**config.mk**
```make
export PLATFORM = sky130hd
export DESIGN_NAME = axis_byte_bridge
export DESIGN_NICKNAME = d
export VERILOG_FILES = /design/src/rtl/axis_byte_bridge_pkg.sv /design/src/rtl/axis_pkt_serializer.sv /design/src/rtl/axis_byte_bridge.sv
export SDC_FILE = /design/constraint.sdc
export NUM_CORES = 1
export LEC_CHECK = 0
export CORE_UTILIZATION = 38
export DETAILED_ROUTE_END_ITERATION = 10
export GPL_TIMING_DRIVEN = 0
export PLACE_DENSITY = 0.76
export SYNTH_ARGS = -nofsm -noshare
export SYNTH_HDL_FRONTEND = slang
export SYNTH_SLANG_ARGS = --single-unit
export TNS_END_PERCENT = 100
```
**constraint.sdc**
```tcl
create_clock -name clk -period 2.6 [get_ports clk]
set_clock_uncertainty 0.1 [all_clocks]
set_input_delay 0.52 -clock clk [delete_from_list [all_inputs] [get_ports clk]]
set_output_delay 0.52 -clock clk [all_outputs]
set_load 0.05 [all_outputs]
```
**src/rtl/axis_byte_bridge_pkg.sv**
```systemverilog
// Shared configuration for the byte-stream bridge: byte width and sizing helpers.
package bridge_config;

    localparam int BYTE_WIDTH = 8;

    // Number of whole bytes in a packet of the given bit width.
    function automatic int bytes_of(input int width);
        return width / BYTE_WIDTH;
    endfunction

    // Counter width able to index n states, never narrower than one bit.
    function automatic int cnt_width(input int n);
        return (n < 2) ? 1 : $clog2(n);
    endfunction

    // True when a packet width is a non-zero whole number of bytes.
    function automatic bit width_ok(input int width);
        return (width > 0) && ((width % BYTE_WIDTH) == 0);
    endfunction

endpackage

```
**src/rtl/axis_pkt_serializer.sv**
```systemverilog
// Splits PKT_WIDTH-wide AXI-Stream packets into a big-endian byte stream.
// A new packet loads on the same edge the last byte leaves, so output is gapless.
module axis_pkt_serializer
    import bridge_config::*;
#(
    parameter int PKT_WIDTH = 24
) (
    input  logic                 clk,
    input  logic                 arstn,
    input  logic [PKT_WIDTH-1:0] s_pkt_tdata,
    input  logic                 s_pkt_tvalid,
    output logic                 s_pkt_tready,
    output logic [7:0]           m_byte_tdata,
    output logic                 m_byte_tvalid,
    input  logic                 m_byte_tready
);

    localparam int NB = bytes_of(PKT_WIDTH);
    // Remaining count runs 0..NB inclusive, hence NB+1 states.
    localparam int RW = cnt_width(NB + 1);
    localparam logic [RW-1:0] NB_CNT = RW'(NB);

    logic [PKT_WIDTH-1:0] r_sr;
    logic [RW-1:0]        r_rem;
    logic                 w_load;
    logic                 w_shift;

    assign m_byte_tvalid = (r_rem != '0);
    assign m_byte_tdata  = r_sr[PKT_WIDTH-1 -: BYTE_WIDTH];
    assign s_pkt_tready  = (r_rem == '0) || ((r_rem == RW'(1)) && m_byte_tready);
    assign w_load        = s_pkt_tvalid && s_pkt_tready;
    assign w_shift       = m_byte_tvalid && m_byte_tready;

    // Load a new packet (priority) or shift out the byte just transferred.
    // NOTE: sequential state uses non-blocking assignments so every register
    // samples pre-edge values, independent of statement order.
    always_ff @(posedge clk or negedge arstn) begin
        if (!arstn) begin
            r_sr  <= '0;
            r_rem <= '0;
        end else if (w_load) begin
            r_sr  <= s_pkt_tdata;
            r_rem <= NB_CNT;
        end else if (w_shift) begin
            r_sr  <= r_sr << BYTE_WIDTH;
            r_rem <= r_rem - RW'(1);
        end
    end

endmodule

```
**src/rtl/axis_byte_bridge.sv**
```systemverilog
// Host-side bridge: assembles RX bytes into INP_WIDTH packets and serializes
// OUT_WIDTH packets into TX bytes. Both directions are big-endian on the wire.
module axis_byte_bridge
    import bridge_config::*;
#(
    parameter int INP_WIDTH = 16,
    parameter int OUT_WIDTH = 24
) (
    input  logic                 clk,
    input  logic                 arstn,
    input  logic [7:0]           s_byte_tdata,
    input  logic                 s_byte_tvalid,
    output logic                 s_byte_tready,
    output logic [INP_WIDTH-1:0] m_pkt_tdata,
    output logic                 m_pkt_tvalid,
    input  logic                 m_pkt_tready,
    input  logic [OUT_WIDTH-1:0] s_pkt_tdata,
    input  logic                 s_pkt_tvalid,
    output logic                 s_pkt_tready,
    output logic [7:0]           m_byte_tdata,
    output logic                 m_byte_tvalid,
    input  logic                 m_byte_tready
);

    if (!width_ok(INP_WIDTH) || !width_ok(OUT_WIDTH)) begin : g_bad_width
        $error("axis_byte_bridge: INP_WIDTH and OUT_WIDTH must be non-zero multiples of 8");
    end

    localparam int NBI   = bytes_of(INP_WIDTH);
    localparam int RX_CW = cnt_width(NBI);
    localparam logic [RX_CW-1:0] RX_LAST = RX_CW'(NBI - 1);

    logic [INP_WIDTH-1:0] r_asm;
    logic [RX_CW-1:0]     r_rx_cnt;
    logic [INP_WIDTH-1:0] r_pkt_data;
    logic                 r_pkt_valid;

    logic                 w_final;
    logic                 w_byte_acc;
    logic                 w_pkt_xfer;
    logic [INP_WIDTH-1:0] w_asm_next;

    // The final byte may only land when the output slot is free or draining;
    // earlier bytes go into the assembly register regardless of backpressure.
    assign w_final       = (r_rx_cnt == RX_LAST);
    assign s_byte_tready = !w_final || !r_pkt_valid || m_pkt_tready;
    assign w_byte_acc    = s_byte_tvalid && s_byte_tready;
    assign w_pkt_xfer    = r_pkt_valid && m_pkt_tready;
    assign w_asm_next    = (r_asm << BYTE_WIDTH) | INP_WIDTH'(s_byte_tdata);

    assign m_pkt_tdata   = r_pkt_data;
    assign m_pkt_tvalid  = r_pkt_valid;

    // Shift accepted bytes into the assembly register and track position.
    always_ff @(posedge clk or negedge arstn) begin
        if (!arstn) begin
            r_asm    <= '0;
            r_rx_cnt <= '0;
        end else if (w_byte_acc) begin
            if (w_final) begin
                r_rx_cnt <= '0;
            end else begin
                r_asm    <= w_asm_next;
                r_rx_cnt <= r_rx_cnt + RX_CW'(1);
            end
        end
    end

    // Output packet register: a completing packet replaces (or refills) it,
    // otherwise a downstream transfer empties it.
    always_ff @(posedge clk or negedge arstn) begin
        if (!arstn) begin
            r_pkt_data  <= '0;
            r_pkt_valid <= 1'b0;
        end else if (w_byte_acc && w_final) begin
            r_pkt_data  <= w_asm_next;
            r_pkt_valid <= 1'b1;
        end else if (w_pkt_xfer) begin
            r_pkt_valid <= 1'b0;
        end
    end

    axis_pkt_serializer #(
        .PKT_WIDTH (OUT_WIDTH)
    ) u_tx (
        .clk           (clk),
        .arstn         (arstn),
        .s_pkt_tdata   (s_pkt_tdata),
        .s_pkt_tvalid  (s_pkt_tvalid),
        .s_pkt_tready  (s_pkt_tready),
        .m_byte_tdata  (m_byte_tdata),
        .m_byte_tvalid (m_byte_tvalid),
        .m_byte_tready (m_byte_tready)
    );

endmodule

```
==> results of run 1 <==
[layout make-up]
type                    count  share of cell area [%]
flip-flops and latches     52                    37.5
inverters                   3                   0.324
clock buffers               7                    2.48
plain buffers              25                    6.01
multi-input cells         127                    31.8
repair buffers             66                    19.0
clock inverters             1                   0.216
well taps                  77                    2.77
[flip-flops by register name, summed over array words and instances (netlist names)]
signal,flops
r_asm,8
u_tx.r_rem,2
m_pkt_tdata,16
r_rx_cnt,1
u_tx.r_sr,24
m_pkt_tvalid,1
[cells in the final DEF, fill, tap and decap left out, types with 2 or more instances in the layout]
cell	count
clkdlybuf4s50_1	62
dfrtp_1	52
a21oi_1	7
nand2_2	2
ha_1	2
nand2_1	3
o22ai_1	6
inv_1	3
mux2_2	7
mux2_1	9
buf_4	12
a221oi_2	8
buf_6	6
a211o_1	16
mux2i_1	11
nor2_1	12
clkbuf_8	6
mux2_4	9
clkbuf_1	2
o21ai_1	2
o21ai_0	14
a221oi_1	2
buf_2	5
a22o_1	8
buf_12	2
[metrics by stage]
stage | setup TNS (ps) | hold WS (ps) | setup slack [ps]
after floorplan | 0 | 124 | 606
after CTS | -62.6 | 98.8 | -62.6
after global placement | -33040 | 367 | -637
final | 0 | 95.7 | 86.0
after detailed placement | -97.3 | 374 | -97.3
after global routing | 0 | 132 | 21.4
[metal layers]
layer  global-route usage (%)  part of all wire [%]  up-vias
met1                     22.4                    48      893
met3                     2.14                   3.1        2
met2                     28.4                    48       31
met4                     4.78                  0.65        0
met5                        0                     0        -
li1                         -                     -      909
[how the worst max path moves through the flow]
stage,slack [ps],startpoint,end,cells after the start
after floorplan,610,u_tx.r_rem[0],m_byte_tvalid,5
after global routing,20,m_pkt_tready,s_byte_tready,3
final,90,m_pkt_tready,s_byte_tready,3
after detailed placement,-100,u_tx.r_rem[0],m_byte_tvalid,6
after CTS,-60,u_tx.r_rem[0],m_byte_tvalid,6
after global placement,-640,arstn,m_pkt_tvalid,1
[logic make-up (layout without fill, tap and decap cells)]
kind of cell    after synthesis  in the layout  synth area share [%]
compound gates               66             66                  20.2
flops                        52             52                  49.7
mux                          36             36                  16.2
buf+inv                      28            102                  8.21
simple gates                 23             23                  4.68
fa+ha+maj                     2              2                 0.955
[power by group through the flow]
stage | Clock [W] | Combinational, W | Sequential, W
floorplan | 0 | 0.00132 | 0.00168
global placement | 0 | 0.00227 | 0.00135
detailed placement | 0 | 0.00230 | 0.00136
CTS | 0.000490 | 0.00230 | 0.00135
global route | 0.000526 | 0.00243 | 0.00140
finish | 0.000474 | 0.00229 | 0.00135
[critical path, cell delays in order]
cell             delay, ps
clkdlybuf4s50_1        460
nand3b_1               100
clkdlybuf4s50_1        810
==> out/metrics.yaml, run 1 <==
placed_design:
  port_buffers: 65
  place_area_sq_mm: 0.00338
  dp_hpwl_mm: 4.20
  place_inst: 350
  place_congestion: 0.801
drt:
  drtIter0Drc: 95
  viasPerCell: 5.13
  antenna_left: 0
  via_count: 1835
  routed_wl_mm: 5.57
  wl_per_cell_um: 15.6
  drcViolationCount: 0
  first_pass_iters: 4
grt:
  grt_antenna_before_repair: 0
  grt_pass1_wl_mm: 9.61
  grt_pass1_vias: 1977
  grtUsageTotal_pct: 16.7
  grt_max_degree: 32
  overflow: 0
sta:
  hold_viol_final: 0
  period_needed_ps: 2510
  fmax_mhz: 398
  slew_headroom_pct: 63.2
  drv_slew: 0
  max_slew.worst_pin.slew_ps: 552
  rsz0062_at_grt: "false"
  post-route-period-util_pct: 96.7
  final-setup-viol-count: 0
power_and_ir_drop:
  swShare_pct: 42.4
  p_clk_share_pct: 11.5
  seq_power_share_pct: 32.9
  vdd_drop_max_v: 0.000510
  power.total_w: 0.00411
  switchingPower_w: 0.00174
  powerDensity_mw_per_mm2: 1180
  p_leak_nw: 1.56
  combPwrFrac_pct: 55.6
  p_int_w: 0.00237
logic_synthesis:
  yosys.area.top_type: "dfrtp_1"
  synthCells: 207
  synth.top_cells.by_count: "dfrtp_1, a211o_1, o21ai_0"
  ys_top_cells_by_area: "dfrtp_1, a211o_1, mux2_4"
  syn_nets: 247
  synth_warnings: 0
  yosys.cell_count.top_type: "dfrtp_1"
  synth_top_area_share_pct: 49.7
  seq_area_frac_synth_pct: 49.7
  synthArstFlopShare_pct: 100
  ys.flop_type: "dfrtp_1"
  synth_area_sq_mm: 0.00262
  synth-edff-count: 0
  ys_ff_latch: 52
  synth_cell_types: 32
  syn_area_per_cell_sq_um: 12.7
setup_path:
  r2r_end: "u_tx.r_sr[5]"
  regToRegSetupSlack_ps: 860
  cp.arrival_ps: 1890
  crit_fanout: 2
  startpoint_type: "primary input"
  r2r-start: "u_tx.r_rem[0]"
  reg2reg_depth: 6
  end_kind: "output pin"
  critPathKind: "in2out"
  cp_data_required_time_ps: 1980
floorplanning:
  start_util_pct: 40.3
  die_x_um: 85.0
  die_y_um: 85.0
  rows: 29
  die_area_sq_mm: 0.00723
  coreArea_sq_mm: 0.00649
  num_io_pins: 66
cells_and_area:
  fin_cells: 358
  nets: 320
  area_growth_pct: 32.6
  multiInputGateArea_sq_mm: 0.00110
  final_area_sq_mm: 0.00347
  fill_cells: 549
  drive_gt1_share_pct: 22.4
  fin_util_pct: 53.5
  antenna_cells: 0
  seq_area_sq_mm: 0.00130
clocking:
  cts.path.max_buffers: 2
  clk_pin_slew_ps: 90
  postCtsHoldBufs: 0
  cts_tree: "built"
  postCtsSetupBuffers: 0
  cts.sinks: 52
  numCtsBuffers: 5
  worst_skew_pair.late_latency_ps: 290
  htree_levels: 2
  cts_resized: 3
  root_buffer: "clkbuf_8"
status:
  status: "finished, final reports clean"
job:
  maxCapViolCount: 0
hold_path:
  hp-class: "in2async"
(Power assumes the default switching activity.)
==> run 2: changes to the inputs <==
--- a/config.mk
+++ b/config.mk
@@ -9,6 +9,7 @@
 export DETAILED_ROUTE_END_ITERATION = 10
 export GPL_TIMING_DRIVEN = 0
 export PLACE_DENSITY = 0.76
+export SKIP_LAST_GASP = 1
 export SYNTH_ARGS = -nofsm -noshare
 export SYNTH_HDL_FRONTEND = slang
 export SYNTH_SLANG_ARGS = --single-unit
==> results of run 2 <==
Final layout, timing and power as in run 1 (identical DEF).
